<file path="src/rtl/buffer_arbiter_if.sv">
// +--------------------------------------------------------------------------+
// | Module   : buffer_arbiter_if                                             |
// | Brief    : Request/response bundle between the buffer arbiter and the    |
// |            RX, TX, AHB and protocol-controller clients.                  |
// | Revision : 1.0                                                           |
// +--------------------------------------------------------------------------+
`default_nettype none

interface buffer_arbiter_if #(
  parameter int DEPTH = 64
);
  localparam int c_PW = $clog2(DEPTH) + 1;

  logic            clear;
  logic            rx_store;
  logic [7:0]      rx_byte;
  logic            tx_get;
  logic            ahb_req;
  logic            ahb_we;
  logic [7:0]      ahb_wdata;
  logic            ahb_gnt;
  logic [7:0]      ahb_rdata;
  logic            ahb_rvalid;
  logic            ahb_err;
  logic [7:0]      tx_byte;
  logic            tx_byte_valid;
  logic            tx_err;
  logic            rx_err;
  logic [c_PW-1:0] buffer_occupancy;
  logic            buffer_reserved;

  modport master (
    output clear, rx_store, rx_byte, tx_get, ahb_req, ahb_we, ahb_wdata,
    input  ahb_gnt, ahb_rdata, ahb_rvalid, ahb_err, tx_byte, tx_byte_valid,
    input  tx_err, rx_err, buffer_occupancy, buffer_reserved
  );

  modport slave (
    input  clear, rx_store, rx_byte, tx_get, ahb_req, ahb_we, ahb_wdata,
    output ahb_gnt, ahb_rdata, ahb_rvalid, ahb_err, tx_byte, tx_byte_valid,
    output tx_err, rx_err, buffer_occupancy, buffer_reserved
  );
endinterface

`default_nettype wire

</file>
<file path="src/rtl/buffer_arbiter.sv">
// +--------------------------------------------------------------------------+
// | Module   : buffer_arbiter                                                |
// | Brief    : Single-port 64x8 endpoint buffer with fixed-priority access   |
// |            arbitration, FIFO pointers and direction ownership.           |
// | Revision : 1.0                                                           |
// +--------------------------------------------------------------------------+
`default_nettype none

module buffer_arbiter #(
  parameter int DEPTH = 64
) (
  input  logic             clk,
  input  logic             n_rst,
  buffer_arbiter_if.slave  bus
);

  localparam int            c_AW   = $clog2(DEPTH);
  localparam logic [c_AW:0] c_FULL = (c_AW + 1)'(DEPTH);

  typedef enum logic [1:0] {
    FREE     = 2'd0,
    AHB_FILL = 2'd1,
    TX_DRAIN = 2'd2,
    RX_FILL  = 2'd3
  } state_t;

  state_t        r_state;
  logic [c_AW:0] r_wr_ptr;
  logic [c_AW:0] r_rd_ptr;
  logic [7:0]    r_mem [DEPTH];

  logic [7:0]    r_tx_byte;
  logic          r_tx_valid;
  logic          r_tx_err;
  logic          r_rx_err;
  logic [7:0]    r_ahb_rdata;
  logic          r_ahb_rvalid;
  logic          r_ahb_err;

  logic [c_AW:0] w_occ;
  logic          w_full;
  logic          w_empty;
  logic          w_last;
  logic          w_gnt;
  logic          w_rx_ok;
  logic          w_tx_ok;
  logic          w_ahb_wr_ok;
  logic          w_ahb_rd_ok;
  logic          w_mem_we;
  logic [7:0]    w_mem_wdata;
  logic [7:0]    w_rd_data;

  assign w_occ     = r_wr_ptr - r_rd_ptr;
  assign w_full    = (w_occ == c_FULL);
  assign w_empty   = (w_occ == '0);
  assign w_last    = (w_occ == (c_AW + 1)'(1));
  assign w_rd_data = r_mem[r_rd_ptr[c_AW-1:0]];

  // Only one of the *_ok strobes can be high: each lower requester is masked by every higher one.
  always_comb begin
    w_gnt       = bus.ahb_req & ~bus.clear & ~bus.rx_store & ~bus.tx_get;
    w_rx_ok     = 1'b0;
    w_tx_ok     = 1'b0;
    w_ahb_wr_ok = 1'b0;
    w_ahb_rd_ok = 1'b0;
    if (!bus.clear) begin
      w_rx_ok = bus.rx_store & ((r_state == FREE) | (r_state == RX_FILL)) & ~w_full;
      w_tx_ok = ~bus.rx_store & bus.tx_get
              & ((r_state == AHB_FILL) | (r_state == TX_DRAIN)) & ~w_empty;
    end
    w_ahb_wr_ok = w_gnt & bus.ahb_we & ((r_state == FREE) | (r_state == AHB_FILL)) & ~w_full;
    w_ahb_rd_ok = w_gnt & ~bus.ahb_we & (r_state == RX_FILL) & ~w_empty;
    w_mem_we    = w_rx_ok | w_ahb_wr_ok;
    w_mem_wdata = w_rx_ok ? bus.rx_byte : bus.ahb_wdata;
  end

  // Storage carries no reset; its contents are undefined until written.
  always_ff @(posedge clk) begin
    if (w_mem_we) begin
      r_mem[r_wr_ptr[c_AW-1:0]] <= w_mem_wdata;
    end
  end

  always_ff @(posedge clk or negedge n_rst) begin
    if (!n_rst) begin
      r_state      <= FREE;
      r_wr_ptr     <= '0;
      r_rd_ptr     <= '0;
      r_tx_byte    <= 8'h00;
      r_tx_valid   <= 1'b0;
      r_tx_err     <= 1'b0;
      r_rx_err     <= 1'b0;
      r_ahb_rdata  <= 8'h00;
      r_ahb_rvalid <= 1'b0;
      r_ahb_err    <= 1'b0;
    end else if (bus.clear) begin
      r_state      <= FREE;
      r_wr_ptr     <= '0;
      r_rd_ptr     <= '0;
      r_tx_valid   <= 1'b0;
      r_tx_err     <= 1'b0;
      r_rx_err     <= 1'b0;
      r_ahb_rvalid <= 1'b0;
      r_ahb_err    <= 1'b0;
    end else begin
      if (w_mem_we) begin
        r_wr_ptr <= r_wr_ptr + 1'b1;
      end
      if (w_tx_ok || w_ahb_rd_ok) begin
        r_rd_ptr <= r_rd_ptr + 1'b1;
      end

      if (w_rx_ok) begin
        r_state <= RX_FILL;
      end else if (w_tx_ok) begin
        r_state <= w_last ? FREE : TX_DRAIN;
      end else if (w_ahb_wr_ok) begin
        r_state <= AHB_FILL;
      end else if (w_ahb_rd_ok && w_last) begin
        r_state <= FREE;
      end

      r_rx_err   <= bus.rx_store & ~w_rx_ok;
      r_tx_valid <= bus.tx_get;
      r_tx_err   <= bus.tx_get & ~w_tx_ok;
      if (bus.tx_get) begin
        r_tx_byte <= w_tx_ok ? w_rd_data : 8'h00;
      end

      r_ahb_rvalid <= w_gnt;
      r_ahb_err    <= w_gnt & ~(w_ahb_wr_ok | w_ahb_rd_ok);
      // A write completion leaves the last read byte in place.
      if (w_gnt && !bus.ahb_we) begin
        r_ahb_rdata <= w_ahb_rd_ok ? w_rd_data : 8'h00;
      end
    end
  end

  assign bus.ahb_gnt          = w_gnt;
  assign bus.ahb_rdata        = r_ahb_rdata;
  assign bus.ahb_rvalid       = r_ahb_rvalid;
  assign bus.ahb_err          = r_ahb_err;
  assign bus.tx_byte          = r_tx_byte;
  assign bus.tx_byte_valid    = r_tx_valid;
  assign bus.tx_err           = r_tx_err;
  assign bus.rx_err           = r_rx_err;
  assign bus.buffer_occupancy = w_occ;
  assign bus.buffer_reserved  = (r_state == AHB_FILL) | (r_state == TX_DRAIN);

endmodule

`default_nettype wire

</file>
<file path="src/flat_wrapper.sv">
// flat-port wrapper written by rule: the top's interface ports become plain ports
module buffer_arbiter_flat 
#(
  parameter int DEPTH = 64
)
  (clk, n_rst, bus_clear, bus_rx_store, bus_rx_byte, bus_tx_get, bus_ahb_req, bus_ahb_we, bus_ahb_wdata, bus_ahb_gnt, bus_ahb_rdata, bus_ahb_rvalid, bus_ahb_err, bus_tx_byte, bus_tx_byte_valid, bus_tx_err, bus_rx_err, bus_buffer_occupancy, bus_buffer_reserved);
  buffer_arbiter_if #(.DEPTH(DEPTH)) bus_i ();
  input  logic clk;
  input  logic n_rst;
  input wire logic [$bits(bus_i.clear)-1:0] bus_clear;
  input wire logic [$bits(bus_i.rx_store)-1:0] bus_rx_store;
  input wire logic [$bits(bus_i.rx_byte)-1:0] bus_rx_byte;
  input wire logic [$bits(bus_i.tx_get)-1:0] bus_tx_get;
  input wire logic [$bits(bus_i.ahb_req)-1:0] bus_ahb_req;
  input wire logic [$bits(bus_i.ahb_we)-1:0] bus_ahb_we;
  input wire logic [$bits(bus_i.ahb_wdata)-1:0] bus_ahb_wdata;
  output wire logic [$bits(bus_i.ahb_gnt)-1:0] bus_ahb_gnt;
  output wire logic [$bits(bus_i.ahb_rdata)-1:0] bus_ahb_rdata;
  output wire logic [$bits(bus_i.ahb_rvalid)-1:0] bus_ahb_rvalid;
  output wire logic [$bits(bus_i.ahb_err)-1:0] bus_ahb_err;
  output wire logic [$bits(bus_i.tx_byte)-1:0] bus_tx_byte;
  output wire logic [$bits(bus_i.tx_byte_valid)-1:0] bus_tx_byte_valid;
  output wire logic [$bits(bus_i.tx_err)-1:0] bus_tx_err;
  output wire logic [$bits(bus_i.rx_err)-1:0] bus_rx_err;
  output wire logic [$bits(bus_i.buffer_occupancy)-1:0] bus_buffer_occupancy;
  output wire logic [$bits(bus_i.buffer_reserved)-1:0] bus_buffer_reserved;
  assign bus_i.clear = bus_clear;
  assign bus_i.rx_store = bus_rx_store;
  assign bus_i.rx_byte = bus_rx_byte;
  assign bus_i.tx_get = bus_tx_get;
  assign bus_i.ahb_req = bus_ahb_req;
  assign bus_i.ahb_we = bus_ahb_we;
  assign bus_i.ahb_wdata = bus_ahb_wdata;
  assign bus_ahb_gnt = bus_i.ahb_gnt;
  assign bus_ahb_rdata = bus_i.ahb_rdata;
  assign bus_ahb_rvalid = bus_i.ahb_rvalid;
  assign bus_ahb_err = bus_i.ahb_err;
  assign bus_tx_byte = bus_i.tx_byte;
  assign bus_tx_byte_valid = bus_i.tx_byte_valid;
  assign bus_tx_err = bus_i.tx_err;
  assign bus_rx_err = bus_i.rx_err;
  assign bus_buffer_occupancy = bus_i.buffer_occupancy;
  assign bus_buffer_reserved = bus_i.buffer_reserved;
  buffer_arbiter #(.DEPTH(DEPTH)) u_core (.clk(clk), .n_rst(n_rst), .bus(bus_i));
endmodule
</file>
<file path="config.mk">
export PLATFORM = sky130hd
export DESIGN_NAME = buffer_arbiter_flat
export DESIGN_NICKNAME = d
export VERILOG_FILES = /design/src/rtl/buffer_arbiter_if.sv /design/src/rtl/buffer_arbiter.sv /design/src/flat_wrapper.sv
export SDC_FILE = /design/constraint.sdc
export NUM_CORES = 1
export LEC_CHECK = 0
export CORE_MARGIN = 3
export CORE_UTILIZATION = 33
export DETAILED_ROUTE_END_ITERATION = 10
export PLACE_DENSITY = 0.53
export RECOVER_POWER = 100
export SYNTH_ARGS = -nofsm -noshare
export SYNTH_HDL_FRONTEND = slang
export SYNTH_SLANG_ARGS = --single-unit
</file>
<file path="constraint.sdc">
create_clock -name clk -period 5.3 [get_ports clk]
set_input_delay 1.06 -clock clk [delete_from_list [all_inputs] [get_ports clk]]
set_output_delay 1.06 -clock clk [all_outputs]
set_load 0.03 [all_outputs]
</file>
* Word level (Yosys, flattened, before mapping) *
Memories as Yosys holds them, arrays and structs flattened.
Index checks and enable logic that the tools add are counted.
Widths: inputs -> output; s select.

word-level totals
  register bits after elaboration = 37
  latch bits = 0
  RAM bits = 512
  ROM bits = 0
  input bits = 23
  output and inout port bits = 30
  word-level logic and storage cells = 83
  memories kept = 1

memories
  memory        depth  bits a word  read ports  clocked after Yosys merged registers in  write ports  line                  RTL
  u_core.r_mem  64     8            1           0                                        1            buffer_arbiter.sv:30  logic [7:0] r_mem [DEPTH];

cells by class
  add/subtract/negate cells = 3
  multipliers = 0
  div/mod/pow operators = 0
  order comparisons = 0
  equality and inequality tests = 5
  shift-type cells = 0
  mux-type cells = 22
  bitwise logic cells = 31
  reduce and logical (&&, ||, !) cells = 11

operators by type and width
  operator             number
  $mux 7               4
  $mux 8               3
  $and 1x1->1          17
  $add 7x1->7 const B  2
  $mux 2               6
  $mux 1               9
  $not 1->1            9
  $eq 7x1->1 const B   1
  $eq 7x7->1 const B   1
  $logic_not 7->1      1
  $sub 7x7->7          1
  $or 1x1->1           5
  $reduce_bool 5->1    1
  $eq 2x2->1 const B   2
  $reduce_and 2->1     2
  $reduce_bool 2->1    2
  $eq 2x1->1 const B   1
  $logic_and 1x1->1    2
  $logic_not 2->1      1
  $logic_not 1->1      1
  $logic_or 1x1->1     1

* Depth between registers and ports, before layout *
  depth in word-level cells = 13
  gate-level depth with buffers = 14
  mapped depth without buffers = 12

* Worst setup path before layout *
OpenSTA, ideal clock, no wires.

  kind = flip-flop to flip-flop
  from = register u_core.r_rd_ptr[1]
  to = memory u_core.r_mem[56][0], enable pin
  setup time = 371 ps
  arrival time = 3931 ps
  data required time = 4929 ps
  slack = 998 ps
  cell stages (with the launch flop) = 14
  path buffers = 4
  period minus slack after synthesis = 4302 ps
  cells stage by stage = dfrtp_1 clkbuf_1 clkbuf_1 clkinv_1 fa_1 xor2_1 or2_2 a221o_1 a211oi_2 a21o_1 buf_2 or4_1 buf_2 nor2_1

between the ends
  word-level cells in the longest chain between the ends = 8
  elaborated cells on any way between the ends = 9
  classes of those cells = add/sub: 1; eq/ne: 1; mux: 3; bitwise: 4

RTL lines
  what                               line                                        RTL
  start, declared                    buffer_arbiter.sv:29                        logic [c_AW:0] r_rd_ptr;
  start signal, assigned             buffer_arbiter.sv:110                       r_rd_ptr <= r_rd_ptr + 1'b1;
  $sub 7x7->7 *                      buffer_arbiter.sv:53                        assign w_occ = r_wr_ptr - r_rd_ptr;
  named net bus_buffer_occupancy[2]  flat_wrapper.sv:25                          output wire logic [$bits(bus_i.buffer_occupancy)-1:0] bus_buffer_occupancy;
  $eq 7x7->1 *                       buffer_arbiter.sv:54                        assign w_full = (w_occ == c_FULL);
  $not 1->1 *                        buffer_arbiter.sv:67, buffer_arbiter.sv:71
  $and 1x1->1                        buffer_arbiter.sv:67                        w_rx_ok = bus.rx_store & ((r_state == FREE) | (r_state == RX_FILL)) & ~w_full;
  $mux 1                             buffer_arbiter.sv:66                        if (!bus.clear) begin
  $or 1x1->1 *                       buffer_arbiter.sv:73                        w_mem_we = w_rx_ok | w_ahb_wr_ok;
  $mux 1 *                           buffer_arbiter.sv:79                        if (w_mem_we) begin
  $mux 1 (implied by the code) *     buffer_arbiter.sv:80                        r_mem[r_wr_ptr[c_AW-1:0]] <= w_mem_wdata;
  end, declared                      buffer_arbiter.sv:30

The timed path passes the listed nets; every way through them passes the cells marked *.

* Worst setup path after layout *
  from = register u_core.r_wr_ptr[0]
  to = output bus_buffer_occupancy[6]

between the ends
  word-level cells in the longest chain between the ends = 1

RTL lines
  what                    line                   RTL
  start, declared         buffer_arbiter.sv:28   logic [c_AW:0] r_wr_ptr;
  start signal, assigned  buffer_arbiter.sv:107  r_wr_ptr <= r_wr_ptr + 1'b1;
  $sub 7x7->7             buffer_arbiter.sv:53
  end, declared           flat_wrapper.sv:25

Every way passes these cells.

==> results.md <==
- Outcome: finished with violations
- Violated checks: max-capacitance violations, max-slew violations
- Initial Util: roughly a third
- Number of global-route vias before repair: roughly 11000
- Worst-case vdd ir drop: 254 uV
- Clock-pin slew on the worst setup and hold paths: roughly 60 ps
- Critical path class: flop to primary output
- Top post-synthesis cells by area: sky130_fd_sc_hd__edfxtp_1 70%, sky130_fd_sc_hd__mux4_2 12%, sky130_fd_sc_hd__dfrtp_1 4.2%, sky130_fd_sc_hd__nor2_1 1.6%, sky130_fd_sc_hd__mux2i_1 1.5%
- Peak-usage layer in the global routing report: met2
- Library cell occupying the most area in the post-synthesis netlist: sky130_fd_sc_hd__edfxtp_1
- Cts hold-fix bufs: 0
- Mean number of vias per cell: ~5.3
- Total net switching power: approximately 0.0029 W
- Worst setup slack for register-to-register paths: 590 ps
- Hold Crit Class: flop to flop
- Die footprint: approximately 69000 um2
- Sum of negative setup slack: 0 ps
- Longest Clk Path Bufs: 3
- Global-route met3 utilization: ~3%
- Predominant post-synthesis flop cell: sky130_fd_sc_hd__edfxtp_1
- Combined area of all synthesized cells: approximately 22000 um2
- Horiz. Die Dim: 263 um
- Site Rows: 93
- DRC viols: 0
- Pint: approximately 0.0079 W
- Normalized max-slew margin: -38.6%
- Commonest cells post-synth: 512 x sky130_fd_sc_hd__edfxtp_1, 116 x sky130_fd_sc_hd__mux4_2, 95 x sky130_fd_sc_hd__nor2_1
- Period utilisation layout: between 90% and 100%
- Number of buffer and inverter stages on the critical path: 4
- Max Cap Viol: 2
- Routing usage on met1: approximately 23%
- Proportion of netlist area held by the largest area contributor: approximately 70%
- Logic gate share of total power: roughly 18%
- Vertical extent of the die: ~260 um
- Clock root cell: sky130_fd_sc_hd__clkbuf_16
- Crit path top cell by count: sky130_fd_sc_hd__inv_1
- Post-DP HPWL: roughly 33 mm
- Worst Tran Pin Value: between 2000 and 2500 ps
- Final setup viols: 0
- Switching portion of total power: 26.7%
- Inst Count DP: slightly above 2000
- Maximum clock skew at final layout: 25.8 ps
- EDFF count, synth: 512
- Global route total overflow: 0
- Category of the worst setup path launch point: flop
- Largest net degree at the start of global routing: around 120
- Number of I/O port buffers: 52
- List of cells traversed by the critical path: inv_1 -> ha_1 -> inv_1 -> fa_1 -> a211oi_1 -> o21bai_1 -> a21oi_1 -> xor2_2 -> inv_1 -> clkdlybuf4s50_1
- Fraction of layout instances using a drive strength above 1: a little under a fifth
- Part of the Yosys area used for sequential elements: around 75%
- Warnings, synthesis: 0
- Worst-path cell with the longest stage delay: sky130_fd_sc_hd__clkdlybuf4s50_1
- Routability Congestion: about 0.79
- Nature of the critical path endpoint: primary output
- 1st-pass router iterations: 7
- Number of synthesized register bits: around 550
- Resized cells post-CTS: 0
- Average cell area after synthesis: 18.9 um2
- Minimum period implied by the final worst setup slack: slightly below 5000 ps
- Crit path max-delay family: buffers and inverters
- Number of nets with antenna violations after routing: 0
- Total global routing track utilization: between 10% and 20%
- Number of DRC violations after detailed-routing iteration 0: slightly below 1000
- Final number of hold-violating endpoints: 0
- Critical-path maximum fanout: 9
- RSZ-0062 raised after global routing: false
- GR Util met2: a little under a quarter
- Total number of vias: between 10000 and 15000
- Final-report max-slew violation count: 79
- Clock tree from TritonCTS: built
- Areal power density over the cells: approximately 430 nW/um2
- Leakage component of the power: approximately 8 nW
- Worst path arrival time: 3770 ps
- Final Cell Area: ~25000 um2
- Net count after synthesis: 1191
- Maximum clock frequency: roughly 0.21 GHz
- Number of CTS-inserted buffers: 55
- Total cell area at the placement stage: about 23000 um2
- Routed wire length per instance: 25.4 um
- Power share of the sequential group: a little under half
- Skew-Pair Late Insertion Delay: 610 ps
- Share of flip-flops with an asynchronous set or reset after synthesis: a little under 7%
- Critical path required time: around 4200 ps
- First-pass GRT wire length: ~80 mm
- Number of sinks driven by the clock tree: roughly 550
- Part of the total power dissipated in the clock network: roughly a third
- Max H-tree Level: 2
- I/O Pins: 53
- Number of standard cells in the layout, taps in and fillers out: about 2100
- Post-detailed-routing wire length: ~54 mm
- Count of buffers added by post-CTS timing repair for setup: 0
- Fin nets: 1271
- Slowest stage delay, CP: 640 ps
- # fillers: approximately 5800
- Post-synthesis instance total: ~1200
- Number of distinct library cell variants in the gate-level netlist after synthesis: just under 60
- Initial antenna violation count: 0
- Std-Cell Core Area: between 60000 and 70000 um2
- Diodes inserted: 0
- Area growth, synth to finish: 15.0%
- Most common cell in the netlist: sky130_fd_sc_hd__edfxtp_1
## power by group through the flow
| stage | clock network [W] | logic [W] | registers [W] |
|---|---|---|---|
| after global routing | 0.00407 | 0.00212 | 0.00505 |
| after detailed placement | 0 | 0.00204 | 0.00514 |
| final | 0.00381 | 0.00196 | 0.00504 |
| after CTS | 0.00391 | 0.00204 | 0.00504 |
| after floorplan | 0 | 0.00128 | 0.00518 |
| after global placement | 0 | 0.00203 | 0.00513 |
## metal layers
metal / vias to the layer above / wire, um
met3: 76 / 3450
met1: 5914 / 25000
li1: 4874 / -
met5: - / 0
met2: 415 / 24200
met4: 0 / 1430
## cells in the final DEF, fill, tap and decap left out, types with 4 or more instances in the layout
| cell type | n |
|---|---|
| sky130_fd_sc_hd__clkdlybuf4s50_1 | 21 |
| sky130_fd_sc_hd__nand2b_1 | 4 |
| sky130_fd_sc_hd__and2_1 | 4 |
| sky130_fd_sc_hd__clkbuf_1 | 25 |
| sky130_fd_sc_hd__ha_1 | 11 |
| sky130_fd_sc_hd__o22ai_1 | 10 |
| sky130_fd_sc_hd__dlygate4sd3_1 | 30 |
| sky130_fd_sc_hd__a21o_1 | 4 |
| sky130_fd_sc_hd__nor2_1 | 95 |
| sky130_fd_sc_hd__bufinv_16 | 5 |
| sky130_fd_sc_hd__clkbuf_16 | 55 |
| sky130_fd_sc_hd__a22o_1 | 8 |
| sky130_fd_sc_hd__nand4_1 | 6 |
| sky130_fd_sc_hd__mux2_2 | 9 |
| sky130_fd_sc_hd__a211oi_1 | 11 |
| sky130_fd_sc_hd__a221oi_1 | 18 |
| sky130_fd_sc_hd__o21ai_0 | 30 |
| sky130_fd_sc_hd__nor3_1 | 4 |
| sky130_fd_sc_hd__nand2_1 | 45 |
| sky130_fd_sc_hd__or3_1 | 4 |
| sky130_fd_sc_hd__clkinv_2 | 9 |
| sky130_fd_sc_hd__a22oi_1 | 19 |
| sky130_fd_sc_hd__dfrtp_1 | 35 |
| sky130_fd_sc_hd__mux2i_1 | 32 |
| sky130_fd_sc_hd__nor2b_1 | 6 |
| sky130_fd_sc_hd__clkinv_1 | 14 |
| sky130_fd_sc_hd__or4_1 | 6 |
| sky130_fd_sc_hd__a31oi_1 | 6 |
| sky130_fd_sc_hd__mux4_2 | 116 |
| sky130_fd_sc_hd__buf_4 | 19 |
| sky130_fd_sc_hd__edfxtp_1 | 512 |
| sky130_fd_sc_hd__a21oi_1 | 14 |
| sky130_fd_sc_hd__inv_6 | 4 |
| sky130_fd_sc_hd__nand3_1 | 18 |
| sky130_fd_sc_hd__nand3b_1 | 4 |
| sky130_fd_sc_hd__o31ai_1 | 4 |
| sky130_fd_sc_hd__inv_1 | 15 |
## through the flow
stage / util [%] / power [W] / setup WS (ps) / hold slack, ps
after floorplan: - / 0.00646 / 998 / 536
after global placement: 36.1 / 0.00716 / 923 / 465
after detailed placement: 36.1 / 0.00717 / 780 / 473
after CTS: 38.8 / 0.0110 / 643 / 486
after global routing: 38.7 / 0.0112 / 242 / 507
final: 38.7 / 0.0108 / 472 / 472
## registers in the layout, summed over array words and instances (netlist names)
name,count
u_core.bus.tx_byte_valid,1
u_core.bus.tx_byte,8
u_core.r_mem,512
u_core.r_rd_ptr,7
u_core.bus.rx_err,1
u_core.bus.tx_err,1
u_core.r_wr_ptr,7
u_core.bus.ahb_err,1
u_core.r_state,2
u_core.bus.ahb_rvalid,1
u_core.bus.ahb_rdata,8
## path summary, 6_finish.rpt
| check | startpoint | to | depth (start not counted) |
|---|---|---|---|
| max | u_core.r_wr_ptr[0]$_DFFE_PN0P_ | bus_buffer_occupancy[6] | 10 |
| min reg2reg | u_core.bus.tx_byte[0]$_DFFE_PN0P_ | u_core.bus.tx_byte[0]$_DFFE_PN0P_ | 2 |
| max in group asynchronous | n_rst | u_core.r_rd_ptr[1]$_DFFE_PN0P_ | 1 |
| min in group asynchronous | n_rst | u_core.bus.ahb_err$_DFF_PN0_ | 1 |
| max reg2reg | u_core.r_wr_ptr[0]$_DFFE_PN0P_ | u_core.r_mem[10][6]$_DFFE_PP_ | 12 |
| min | u_core.bus.tx_byte[0]$_DFFE_PN0P_ | u_core.bus.tx_byte[0]$_DFFE_PN0P_ | 2 |
## logic make-up after synthesis
| logic type | count (synthesis) | share of synthesized area (%) |
|---|---|---|
| simple gates | 208 | 4.37 |
| buf+inv | 81 | 1.59 |
| flops | 549 | 74.5 |
| fa+ha+maj | 12 | 0.721 |
| mux | 158 | 13.9 |
| compound gates | 143 | 4.64 |
| xor+xnor | 5 | 0.235 |
## area by class of cell
| cell class | instances | area [um2] | area share, % |
|---|---|---|---|
| clock buffers | 70 | 1460 | 5.81 |
| clock inverters | 32 | 287 | 1.14 |
| inverters | 16 | 60.1 | 0.239 |
| multi-input cells | 526 | 5210 | 20.7 |
| flip-flops and latches | 549 | 16300 | 64.8 |
| well taps | 855 | 1070 | 4.25 |
| repair buffers | 88 | 757 | 3.01 |
## worst register-to-register path, cell delays in order, from the launching register on
cell and delay [ps]:
sky130_fd_sc_hd__dfrtp_1 460, sky130_fd_sc_hd__inv_1 150, sky130_fd_sc_hd__ha_1 220, sky130_fd_sc_hd__inv_1 70, sky130_fd_sc_hd__fa_1 410, sky130_fd_sc_hd__a211oi_1 360
sky130_fd_sc_hd__o21bai_1 130, sky130_fd_sc_hd__a21oi_1 250, sky130_fd_sc_hd__xor2_2 320, sky130_fd_sc_hd__inv_1 160, sky130_fd_sc_hd__a21o_1 270, sky130_fd_sc_hd__or4b_1 850
sky130_fd_sc_hd__nor2_1 700
No activity file was read; power rests on OpenSTA's default activity.
